File: src/rtl/fns_pkg.sv
// Shared constants and types for the 5-TSV FNS coder/decoder pair.
package fns_pkg;

   localparam int unsigned CODE_W     = 5;
   localparam int unsigned IDX_W      = 3;
   localparam int unsigned FNS_W_LEN  = 4;
   localparam int unsigned FNS_DATA_W = 4;

   localparam logic [IDX_W-1:0] IDX_START = IDX_W'(CODE_W - 1);

   typedef enum logic [1:0] {
      StIdle = 2'd0,
      StAcc  = 2'd1,
      StDone = 2'd2
   } fns_dec_state_e;

endpackage

File: src/rtl/fns_decoder_5b_if.sv
// Codeword-in / data-out handshake bundle of the FNS decoder.
// FNS_DEC_FAULT_CHECK_EN adds the fault_err signal.
interface fns_decoder_5b_if
   import fns_pkg::*;
#(
   parameter int unsigned DATA_W = FNS_DATA_W
);
   logic [CODE_W-1:0] code_in;
   logic [CODE_W-1:0] en_flag;
   logic              in_valid;
   logic              in_ready;
   logic [DATA_W-1:0] data_out;
   logic              out_valid;
   logic              out_ready;

`ifdef FNS_DEC_FAULT_CHECK_EN
   logic              fault_err;

   modport master (
      output code_in, en_flag, in_valid, out_ready,
      input  in_ready, data_out, out_valid, fault_err
   );
   modport slave (
      input  code_in, en_flag, in_valid, out_ready,
      output in_ready, data_out, out_valid, fault_err
   );
`else
   modport master (
      output code_in, en_flag, in_valid, out_ready,
      input  in_ready, data_out, out_valid
   );
   modport slave (
      input  code_in, en_flag, in_valid, out_ready,
      output in_ready, data_out, out_valid
   );
`endif

endinterface

File: src/rtl/fns_weight_mux.sv
// Selects the FNS weight for one codeword bit; bit 0 always weighs 1.
module fns_weight_mux
   import fns_pkg::*;
#(
   parameter int unsigned W_LEN = FNS_W_LEN
) (
   input  logic [IDX_W-1:0] idx_i,
   input  logic [W_LEN-1:0] fns02_i,
   input  logic [W_LEN-1:0] fns03_i,
   input  logic [W_LEN-1:0] fns04_i,
   input  logic [W_LEN-1:0] fns05_i,
   output logic [W_LEN-1:0] w_o
);

   always_comb begin
      w_o = W_LEN'(1);
      case (idx_i)
         3'd1:    w_o = fns02_i;
         3'd2:    w_o = fns03_i;
         3'd3:    w_o = fns04_i;
         3'd4:    w_o = fns05_i;
         default: w_o = W_LEN'(1);
      endcase
   end

endmodule

File: src/rtl/fns_decoder_5b.sv
// Bit-serial FNS decoder: masked weighted sum of the codeword, MSB first, 5 cycles per word.
// Optional FNS_DEC_FAULT_CHECK_EN flags codeword ones landing on disabled TSVs.
module fns_decoder_5b
   import fns_pkg::*;
#(
   parameter int unsigned DATA_W = FNS_DATA_W,
   parameter int unsigned W_LEN  = FNS_W_LEN
) (
   input  logic             clock,
   input  logic             rst_n,
   input  logic [W_LEN-1:0] FNS02,
   input  logic [W_LEN-1:0] FNS03,
   input  logic [W_LEN-1:0] FNS04,
   input  logic [W_LEN-1:0] FNS05,
   fns_decoder_5b_if.slave  bus_io
);

   fns_dec_state_e    state_q;
   logic [CODE_W-1:0] mask_q;
   logic [IDX_W-1:0]  idx_q;
   logic [DATA_W-1:0] acc_q;
   logic [DATA_W-1:0] data_q;
   logic              in_ready_q;
   logic              out_valid_q;
   logic [W_LEN-1:0]  w2_q, w3_q, w4_q, w5_q;

   logic [W_LEN-1:0]  w_sel;
   logic [DATA_W-1:0] acc_nxt;
   logic              accept;
   logic              last_step;
   logic              release_word;

   assign accept       = (state_q == StIdle) && bus_io.in_valid && in_ready_q;
   assign last_step    = (state_q == StAcc) && (idx_q == '0);
   assign release_word = (state_q == StDone) && bus_io.out_ready;

   fns_weight_mux #(
      .W_LEN(W_LEN)
   ) u_weight_mux (
      .idx_i  (idx_q),
      .fns02_i(w2_q),
      .fns03_i(w3_q),
      .fns04_i(w4_q),
      .fns05_i(w5_q),
      .w_o    (w_sel)
   );

   // Weight is zero-extended or truncated to DATA_W; the sum wraps silently.
   assign acc_nxt = mask_q[idx_q] ? acc_q + DATA_W'(w_sel) : acc_q;

   always_ff @(posedge clock) begin
      if (!rst_n) begin
         state_q     <= StIdle;
         mask_q      <= '0;
         idx_q       <= IDX_START;
         acc_q       <= '0;
         data_q      <= '0;
         in_ready_q  <= 1'b1;
         out_valid_q <= 1'b0;
         w2_q        <= '0;
         w3_q        <= '0;
         w4_q        <= '0;
         w5_q        <= '0;
      end else begin
         unique case (state_q)
            StIdle: begin
               if (accept) begin
                  mask_q     <= bus_io.code_in & bus_io.en_flag;
                  acc_q      <= '0;
                  idx_q      <= IDX_START;
                  w2_q       <= FNS02;
                  w3_q       <= FNS03;
                  w4_q       <= FNS04;
                  w5_q       <= FNS05;
                  in_ready_q <= 1'b0;
                  state_q    <= StAcc;
               end
            end
            StAcc: begin
               acc_q <= acc_nxt;
               if (last_step) begin
                  data_q      <= acc_nxt;
                  out_valid_q <= 1'b1;
                  state_q     <= StDone;
               end else begin
                  idx_q <= idx_q - 1'b1;
               end
            end
            StDone: begin
               if (release_word) begin
                  out_valid_q <= 1'b0;
                  in_ready_q  <= 1'b1;
                  state_q     <= StIdle;
               end
            end
            default: begin
               state_q     <= StIdle;
               in_ready_q  <= 1'b1;
               out_valid_q <= 1'b0;
            end
         endcase
      end
   end

   assign bus_io.in_ready  = in_ready_q;
   assign bus_io.out_valid = out_valid_q;
   assign bus_io.data_out  = data_q;

`ifdef FNS_DEC_FAULT_CHECK_EN
   logic fault_cap_q;
   logic fault_err_q;

   // Captured with the word, presented together with out_valid.
   always_ff @(posedge clock) begin
      if (!rst_n) begin
         fault_cap_q <= 1'b0;
         fault_err_q <= 1'b0;
      end else begin
         if (accept) begin
            fault_cap_q <= |(bus_io.code_in & ~bus_io.en_flag);
         end
         if (last_step) begin
            fault_err_q <= fault_cap_q;
         end else if (release_word) begin
            fault_err_q <= 1'b0;
         end
      end
   end

   assign bus_io.fault_err = fault_err_q;
`endif

endmodule

File: src/flat_wrapper.sv
// flat-port wrapper written by rule: the top's interface ports become plain ports
module fns_decoder_5b_flat import fns_pkg::*;
#(
   parameter int unsigned DATA_W = FNS_DATA_W,
   parameter int unsigned W_LEN  = FNS_W_LEN
)
  (clock, rst_n, FNS02, FNS03, FNS04, FNS05, bus_io_code_in, bus_io_en_flag, bus_io_in_valid, bus_io_out_ready, bus_io_in_ready, bus_io_data_out, bus_io_out_valid);
  fns_decoder_5b_if #(.DATA_W(DATA_W)) bus_io_i ();
  input  logic clock;
  input  logic rst_n;
  input  logic [W_LEN-1:0] FNS02;
  input  logic [W_LEN-1:0] FNS03;
  input  logic [W_LEN-1:0] FNS04;
  input  logic [W_LEN-1:0] FNS05;
  input wire logic [$bits(bus_io_i.code_in)-1:0] bus_io_code_in;
  input wire logic [$bits(bus_io_i.en_flag)-1:0] bus_io_en_flag;
  input wire logic [$bits(bus_io_i.in_valid)-1:0] bus_io_in_valid;
  input wire logic [$bits(bus_io_i.out_ready)-1:0] bus_io_out_ready;
  output wire logic [$bits(bus_io_i.in_ready)-1:0] bus_io_in_ready;
  output wire logic [$bits(bus_io_i.data_out)-1:0] bus_io_data_out;
  output wire logic [$bits(bus_io_i.out_valid)-1:0] bus_io_out_valid;
  assign bus_io_i.code_in = bus_io_code_in;
  assign bus_io_i.en_flag = bus_io_en_flag;
  assign bus_io_i.in_valid = bus_io_in_valid;
  assign bus_io_i.out_ready = bus_io_out_ready;
  assign bus_io_in_ready = bus_io_i.in_ready;
  assign bus_io_data_out = bus_io_i.data_out;
  assign bus_io_out_valid = bus_io_i.out_valid;
  fns_decoder_5b #(.DATA_W(DATA_W), .W_LEN(W_LEN)) u_core (.clock(clock), .rst_n(rst_n), .FNS02(FNS02), .FNS03(FNS03), .FNS04(FNS04), .FNS05(FNS05), .bus_io(bus_io_i));
endmodule
File: config.mk
export PLATFORM = sky130hd
export DESIGN_NAME = fns_decoder_5b_flat
export DESIGN_NICKNAME = d
export VERILOG_FILES = /design/src/rtl/fns_pkg.sv /design/src/rtl/fns_decoder_5b_if.sv /design/src/rtl/fns_weight_mux.sv /design/src/rtl/fns_decoder_5b.sv /design/src/flat_wrapper.sv
export SDC_FILE = /design/constraint.sdc
export NUM_CORES = 1
export LEC_CHECK = 0
export ABC_AREA = 1
export BUFFER_PORTS_ARGS = -buffer_cell sky130_fd_sc_hd__buf_2
export CAP_MARGIN = 20
export CORE_MARGIN = 5
export CORE_UTILIZATION = 35
export CTS_BUF_LIST = sky130_fd_sc_hd__clkbuf_2
export DETAILED_ROUTE_END_ITERATION = 8
export SYNTH_ARGS = -nofsm -noshare
export SYNTH_HDL_FRONTEND = slang
export SYNTH_SLANG_ARGS = --single-unit
export TNS_END_PERCENT = 20
File: constraint.sdc
create_clock -name clock -period 2.85 [get_ports clock]
set_clock_uncertainty 0.2 [all_clocks]
set_input_delay 0 -clock clock [delete_from_list [all_inputs] [get_ports clock]]
set_output_delay 0 -clock clock [all_outputs]
set_load 0.02 [all_outputs]
==> results of run 1 <==
==> power groups by stage <==
stage | combinational [mW] | clock (mW) | sequential [mW]
final | 0.434 | 0.229 | 0.607
after global routing | 0.488 | 0.259 | 0.616
after CTS | 0.428 | 0.236 | 0.606
after detailed placement | 0.352 | 0 | 0.617
after global placement | 0.347 | 0 | 0.617
after floorplan | 0.263 | 0 | 0.616
==> routing by layer <==
metal,track usage,vias up
li1,-,982
met1,0.179,841
met2,0.290,40
met3,0.0310,4
met4,0.0507,0
met5,0,-
==> cell type report <==
cell class,count,area (sq um)
clock buffer,5,25.0
clock inverter,3,13.8
fill,478,2250
inverter,28,105
multi-input combinational,176,902
sequential,36,722
tap,67,83.8
timing repair buffer,89,713
==> repair_timing <==
action	in CTS	in global routing
hold endpoints to repair	26	0
hold buffers	53	0
endpoints found under the setup margin	0	2
gates resized for setup	0	1
==> path summary, 6_finish.rpt <==
kind	start	end	slack (ns)	cells past startpoint
worst max-delay path	u_core.idx_q[1]	u_core.bus_io.data_out[1]	0.19	14
worst min-delay path	bus_io_in_valid	u_core.w3_q[3]	0.02	5
worst max register to register	u_core.idx_q[1]	u_core.bus_io.data_out[1]	0.19	14
worst min register to register	u_core.bus_io.out_valid	u_core.bus_io.out_valid	0.30	2
==> state kept, by name, indices dropped and copies added, names as in the netlist <==
name                     cells
u_core.w2_q                  4
u_core.mask_q                5
u_core.bus_io.data_out       4
u_core.bus_io.out_valid      1
u_core.bus_io.in_ready       1
u_core.acc_q                 4
u_core.idx_q                 3
u_core.state_q               2
u_core.w4_q                  4
u_core.w3_q                  4
u_core.w5_q                  4
==> worst max-delay path, cell delays in order (launching register included) <==
cell      delay, ns
dfxtp_1        0.41
inv_1          0.14
ha_1           0.25
nand2_1        0.12
inv_1          0.06
a221oi_1       0.27
nand2_1        0.09
ha_1           0.21
inv_1          0.07
fa_1           0.40
inv_1          0.08
o21ai_0        0.10
nand2_1        0.07
o211ai_1       0.08
inv_1          0.06
==> layout by cell type (no fill, tap or decap), drive strengths merged, types with 3 or more instances in the layout <==
cell type,instances
a21oi,12
buf,36
clkbuf,5
clkinv,3
dfxtp,36
dlygate4sd3,53
ha,8
inv,28
nand2,49
nand3,25
nand4,4
nor2,40
o211ai,3
o21ai,27
==> logic make-up (layout without fill, tap and decap cells) <==
family | count (synthesis) | count (layout)
buf+inv | 35 | 125
fa+ha+maj | 9 | 9
simple gates | 119 | 119
compound gates | 47 | 47
xor+xnor | 1 | 1
flops | 36 | 36
==> per-stage QoR <==
step | worst slack (ns) | TNS [ns] | cells | instance area, sq um
finish | 0.193 | 0 | 404 | 2560
global route | -0.00619 | -0.00619 | 404 | 2560
CTS | 0.170 | 0 | 404 | 2560
detailed placement | 0.214 | 0 | 343 | 1990
global placement | 0.300 | 0 | 343 | 1990
floorplan | 0.428 | 0 | 247 | 1770
==> impl_metrics.yaml, run 1 <==
synthesis:
  synthAdderAreaFrac: 0.0678
  synth-seq-cells: 36
  syn-num-nets: 286
  synth_edf_count: 0
  synth_cells: 247
  synth-compound-area-share: 0.148
  ys_types: 30
  synth_top_area_frac: 0.407
  yosysMostFrequentCell: "nand2_1"
  yosysWarnings: 0
  yosysSeqAreaShare: 0.407
  synth_top_family_by_area: "simple AND/OR/NAND/NOR gates"
  synthSimpleGateAreaFrac: 0.289
  synth_top_area_cell: "dfxtp_1"
  synth.area.top_cells: "dfxtp_1, nand2_1, nor2_1, o21ai_0, nand3_1"
  synth_ff_type: "dfxtp_1"
  synth_common_cells: "nand2_1, nor2_1, dfxtp_1"
  syn_area_per_cell_sq_um: 7.17
  synth_xor_xnor_area_share: 0.00495
  synthMuxAreaShare: 0
  synth-async-reset-ratio: 0
  synth_area_sq_mm: 0.00177
die:
  die_h_um: 81.1
  core_area_sq_mm: 0.00482
  start_util: 0.368
  die_area_sq_mm: 0.00658
  die_w_um: 81.1
  row_count: 25
  ioPinCount: 36
layout:
  antenna_cells: 0
  fin_util: 0.532
  nNetsFinal: 375
  syn_to_final_growth_pct: 44.9
  drive_above_1_share: 0.157
detailed_routing:
  met1_length_um: 2000
  wl_met2_um: 2400
  post_drt_wl_per_cell_um: 11.6
  drt_iter0_drc: 72
  drc: 0
  routed.top_layer: "met4"
  antenna_left: 0
  vias: 1867
  drt_first_pass_iters: 4
  postRouteWirelength_um: 4680
  wl_met3_um: 220
  vias_per_cell: 4.62
power_and_ir_drop:
  power.share.clock: 0.180
  total_leakage_power_nw: 1.19
  power.switching_mw: 0.463
  pwr-share-seq: 0.478
  power_mw: 1.27
  combPwrFrac: 0.342
  power_density_mw_per_mm2: 495
  ir_worst_vdd_uv: 307
  p_int_mw: 0.807
  swShare: 0.365
sta:
  relSlewSlack: 0.655
  fmax_mhz: 376
  tightestPinTransition_ns: 0.516
  hold-worst-slack_ns: 0.0241
  min_period_over_period: 0.932
  finalSetupViolCount: 0
  maxSlewViolCount: 0
  hold_viol: 0
  min_period_ns: 2.66
place:
  place.gp.congestion: 0.846
  io_buffer_count: 35
  post-dp-hpwl_um: 3010
clocking:
  cts_inserted_buffers: 5
  clk_pin_slew_worst_paths_ns: 0.19
  insertion_delay_ns: 0.38
  cts_tree: "yes"
  clock_path_buffers: 2
  h-tree-depth: 2
  cts_setup_buffers: 0
  clock-sinks: 36
  cts-root-buf: "clkbuf_2"
critical_path:
  required_ns: 2.99
  cp-start-kind: "flop"
  cp_data_arrival_time_ns: 2.80
  cp_max_fo: 7
  critical_path_class: "reg -> reg"
  crit_path_end_kind: "flop"
global_route:
  grt_max_degree: 27
  antenna_found_initial: 0
  grt_pass1_vias: 1788
  grt_usage: 0.157
  grt_pass1_wl_um: 7890
  grt-ovfl-total: 0
status:
  run_status: "finished, final reports clean"
run:
  cap_violations: 0
min_path:
  hp-class: "in -> reg"
(Power assumes the default switching activity.)
==> run 2: changes to the inputs <==
CORE_MARGIN = 3   (was 5)
MAX_ROUTING_LAYER = met4   (was unset)
SKIP_CTS_REPAIR_TIMING = 1   (was unset)
==> impl_metrics.yaml, run 2 (same netlist as run 1, synthesis figures left out) <==
status:
  run_status: "finished, final reports clean"
layout:
  post-route-cell-area_sq_mm: 0.00253
  syn_to_final_growth_pct: 43.0
  antenna_cells: 0
  final_common_cell: "dlygate4sd3_1"
  regMostFlops: "u_core.mask_q"
  drive_above_1_share: 0.165
  nNetsFinal: 371
  largest_reg_flops: 5
  layout_common_cells: "dlygate4sd3_1, nand2_1, nor2_1"
  nFillCells: 494
  fin_util: 0.525
  fin_cells: 400
critical_path:
  r2r-start: "u_core.idx_q[1]"
  cp-start-kind: "flop"
  critical_path_class: "reg -> reg"
  regToRegSetupSlack_ns: 0.32
  crit_path_end_kind: "flop"
  r2r_cells: 14
  cp_max_fo: 7
  r2r-end: "u_core.bus_io.data_out[1]"
  required_ns: 3.00
  crit_start: "u_core.idx_q[1]"
  cp_data_arrival_time_ns: 2.67
die:
  ioPinCount: 36
  row_count: 25
  start_util: 0.368
  die_h_um: 77.1
  core_area_sq_mm: 0.00482
  die_w_um: 77.1
  die_area_sq_mm: 0.00595
clocking:
  clk_pin_slew_worst_paths_ns: 0.18
  h-tree-depth: 2
  cts_inserted_buffers: 5
  cts-root-buf: "clkbuf_2"
  clock_path_buffers: 2
  cts_tree: "yes"
  insertion_delay_ns: 0.38
  clock-sinks: 36
detailed_routing:
  vias: 1847
  wl_met3_um: 119
  met1_length_um: 2100
  vias_per_cell: 4.62
  antenna_left: 0
  routed.top_layer: "met4"
  drt_first_pass_iters: 4
  drc: 0
  postRouteWirelength_um: 4390
  wl_met2_um: 2100
  drt_iter0_drc: 98
  post_drt_wl_per_cell_um: 11.0
sta:
  relSlewSlack: 0.649
  hold_viol: 0
  min_period_over_period: 0.886
  rsz0062_at_grt: "no"
  maxSlewViolCount: 0
  finalSetupViolCount: 0
  tightestPinTransition_ns: 0.526
  finalSetupTns_ns: 0
  setup_ws_ns: 0.325
  fmax_mhz: 396
  hold-worst-slack_ns: 0.200
  min_period_ns: 2.53
min_path:
  min_path_cells: 4
  hp-start: "bus_io_code_in[3]"
  hold_path_end: "u_core.mask_q[3]"
  hp-class: "in -> reg"
global_route:
  grt_pass1_wl_um: 6820
  grt_pass1_vias: 1525
  grt_max_degree: 27
  antenna_found_initial: 0
  grt_usage: 0.145
  grt-ovfl-total: 0
power_and_ir_drop:
  power_density_mw_per_mm2: 498
  ir_worst_vdd_uv: 259
  power_mw: 1.26
  total_leakage_power_nw: 1.16
run:
  cap_violations: 0
place:
  preCtsSetupSlack_ns: 0.170
  place_inst: 343
  post-dp-hpwl_um: 2980
  placed_area_sq_mm: 0.00199
  io_buffer_count: 35
  place.gp.congestion: 0.898
## run 2: changes by cell type in the layout (fill, tap and decap cells not counted)
cell           delta
clkbuf_2          +2
dlygate4sd3_1     -4
clkinv_2          -2
ha_1              -1
dfxtp_4           +1
dfxtp_1           -1
ha_2              +1
## run 2: worst max-delay path by stage
stage	end	slack (ns)
4_1_cts	u_core.bus_io.data_out[1]	0.16
6_report	u_core.bus_io.data_out[1]	0.32
5_1_grt	u_core.bus_io.data_out[1]	0.01
3_5_place_dp	u_core.bus_io.data_out[1]	0.17
2_1_floorplan	u_core.bus_io.data_out[1]	0.43
3_3_place_gp	u_core.bus_io.data_out[1]	0.30
## run 2: critical path, cell delays in order (launching register included)
cell and delay (ns):
dfxtp_2 0.38, inv_1 0.11, ha_2 0.22, nand2_1 0.10, inv_1 0.06, a221oi_1 0.27, nand2_1 0.10, ha_1 0.22
inv_1 0.07, fa_1 0.40, inv_1 0.08, o21ai_0 0.08, nand2_1 0.06, o211ai_1 0.07, inv_1 0.06
## run 2: where the power goes
part / total, mW / switching, mW / internal, mW / leakage (nW)
sequential: 0.608 / 0.0424 / 0.566 / 0.296
clock: 0.229 / 0.163 / 0.0657 / 0.0306
combinational: 0.423 / 0.240 / 0.183 / 0.837
## run 2: layout make-up
type                       instances  area [sq um]  share of cell area
sequential                        36           726               0.287
timing repair buffer              85           673               0.266
multi-input combinational        176           905               0.357
tap                               67          83.8              0.0331
clock buffer                       7          35.0              0.0138
clock inverter                     1          3.75             0.00148
inverter                          28           105              0.0415
## run 2: routing by layer
metal | up-vias | track usage
met2 | 32 | 0.223
li1 | 975 | -
met4 | 0 | 0.0623
met5 | - | -
met3 | 7 | 0.0246
met1 | 833 | 0.187
==> run 3: changes to the inputs <==
CORE_UTILIZATION = 25   (was 35)
SYNTH_HIERARCHICAL = 1   (was unset)
==> impl_metrics.yaml, run 3 <==
global_route:
  grt_max_degree: 24
  grt_pass1_vias: 1617
  grtUsageMet1: 0.134
  antenna_found_initial: 0
  grt-ovfl-total: 0
  met2_usage: 0.170
  met3_usage: 0.0304
  grt_pass1_wl_um: 7250
  grt_usage: 0.108
  busiest_layer: "met2"
power_and_ir_drop:
  pwr-share-seq: 0.494
  power_density_mw_per_mm2: 485
  power.switching_mw: 0.463
  combPwrFrac: 0.331
  ir_worst_vdd_uv: 239
  power.share.clock: 0.174
  swShare: 0.370
  total_leakage_power_nw: 1.17
  p_int_mw: 0.787
detailed_routing:
  drc: 0
  drt_first_pass_iters: 4
  vias_per_cell: 4.21
  postRouteWirelength_um: 4530
  drt_iter0_drc: 76
  vias: 1870
  antenna_left: 0
  post_drt_wl_per_cell_um: 10.2
layout:
  regMostFlops: "u_core/mask_q"
  final_common_cell: "nand2_1"
  multi_input_comb_area_sq_um: 933
  drive_above_1_share: 0.172
  antenna_cells: 0
  syn_to_final_growth_pct: 40.3
  nFillCells: 737
  seq_area_sq_um: 721
  layout_common_cells: "nand2_1, nor2_1, dlygate4sd3_1"
  nNetsFinal: 384
  largest_reg_flops: 5
synthesis:
  synth_common_cells: "nand2_1, nor2_1, dfxtp_1"
  yosysMostFrequentCell: "nand2_1"
  synth_edf_count: 0
  synth-seq-cells: 36
  ys_types: 25
  synth-async-reset-ratio: 0
  synthSimpleGateAreaFrac: 0.353
  syn-num-nets: 304
  synth_top_area_cell: "dfxtp_1"
  synth_top_area_frac: 0.393
  synthMuxAreaShare: 0
  syn_area_per_cell_sq_um: 6.85
  synth_cells: 268
  synth.area.top_cells: "dfxtp_1, nand2_1, nor2_1, o21ai_0, inv_1"
  yosysWarnings: 6
  synthAdderAreaFrac: 0.0450
  synth_ff_type: "dfxtp_1"
  synth_xor_xnor_area_share: 0.00954
  synth-compound-area-share: 0.101
  synth_top_family_by_area: "simple AND/OR/NAND/NOR gates"
  synth_area_sq_mm: 0.00184
  yosysSeqAreaShare: 0.393
critical_path:
  critical_path_class: "reg -> reg"
  cp_data_arrival_time_ns: 2.56
  path_delay_family: "flip-flops"
  required_ns: 2.97
  cp_max_fo: 15
  cp-start-kind: "flop"
  path_cells: "inv_1, nand2_1, nor2_1, nor2_1, nor2_1, nand2_1, ha_1, inv_1, fa_1, xnor2_1, inv_1, nand2_1, nand3_1, a21oi_1"
  crit_buf_inv: 3
  slowest_stage: "dfxtp_1"
  cp_slowest_stage_delay_ns: 0.65
  crit_path_end_kind: "flop"
sta:
  min_period_ns: 2.44
  min_period_over_period: 0.855
  finalSetupViolCount: 0
  rsz0062_at_grt: "no"
  tightestPinTransition_ns: 0.468
  hold_viol: 0
  fmax_mhz: 410
  setup_ws_ns: 0.413
  relSlewSlack: 0.688
  maxSlewViolCount: 0
  finalSetupTns_ns: 0
die:
  die_h_um: 91.7
  ioPinCount: 36
  core_area_sq_mm: 0.00694
  die_w_um: 91.7
  die_area_sq_mm: 0.00841
  start_util: 0.264
  row_count: 30
clocking:
  clock-sinks: 36
  insertion_delay_ns: 0.38
  cts_tree: "yes"
  cts-root-buf: "clkbuf_2"
  clk_pin_slew_worst_paths_ns: 0.18
  clock_path_buffers: 2
  cts_inserted_buffers: 5
  h-tree-depth: 2
place:
  place.gp.congestion: 0.849
  io_buffer_count: 35
  post-dp-hpwl_um: 3120
  preCtsSetupSlack_ns: 0.451
status:
  run_status: "finished, final reports clean"
min_path:
  hp-class: "in -> reg"
run:
  cap_violations: 0
## run 3: cell types whose count changed after synthesis, moves of 3 or more
cell	change
ha_1	-3
inv_1	+4
inv_2	+3
nand2_1	+9
nand2_2	+4
nand3_1	-6
nand4_1	+6
nor2_1	+8
nor2_2	+3
## run 3: worst paths after layout
| check | endpoint | from | slack (ns) | cells past startpoint |
|---|---|---|---|---|
| setup reg to reg | u_core/acc_q[2] | u_core/idx_q[1] | 0.41 | 14 |
| setup / recovery | u_core/acc_q[2] | u_core/idx_q[1] | 0.41 | 14 |
| hold reg to reg | u_core/mask_q[0] | u_core/mask_q[0] | 0.28 | 2 |
| hold / removal | u_core/state_q[0] | bus_io_in_valid | 0.003 | 5 |
## run 3: final cells by class
| cell class | count | area share |
|---|---|---|
| Timing Repair Buffer | 80 | 0.243 |
| Clock inverter | 2 | 0.00292 |
| Multi-Input combinational cell | 188 | 0.362 |
| Tap cell | 96 | 0.0466 |
| Sequential cell | 36 | 0.280 |
| Inverter | 37 | 0.0554 |
| Clock buffer | 5 | 0.00972 |
## run 3: tightest hold or removal path: stages
cell and delay (ns):
buf_2 0.11, nand3_4 0.21, nand2_2 0.12, inv_1 0.08
nor2_1 0.04
## run 3: kinds of logic after synthesis
logic type | count (synthesis)
and+or+nand+nor | 144
buffers and inverters | 44
AOI/OAI and AO/OA | 36
DFF | 36
adders and majority gates | 6
xor gates and xnor gates | 2
## run 3: power groups by stage
stage | Sequential [mW] | Combinational [mW] | Clock (mW)
floorplan | 0.619 | 0.277 | 0
global placement | 0.627 | 0.348 | 0
detailed placement | 0.629 | 0.352 | 0
CTS | 0.618 | 0.357 | 0.227
global route | 0.628 | 0.475 | 0.245
finish | 0.618 | 0.414 | 0.218
## run 3: through the flow
stage	hold slack (ns)	instance area (sq um)	power [mW]	utilization	std cells
2_1_floorplan	-0.0490	1840	0.896	-	268
3_3_place_gp	0.0531	2090	0.975	0.301	392
3_5_place_dp	0.0557	2090	0.981	0.301	392
4_1_cts	-0.364	2120	1.20	0.306	399
5_1_grt	0.0189	2570	1.35	0.371	444
6_report	0.00334	2570	1.25	0.371	444
## run 3: routing by layer
| layer | share of wire | vias up |
|---|---|---|
| met4 | 0.019 | 0 |
| li1 | - | 1012 |
| met3 | 0.042 | 8 |
| met2 | 0.46 | 36 |
| met1 | 0.48 | 814 |
| met5 | 0 | - |
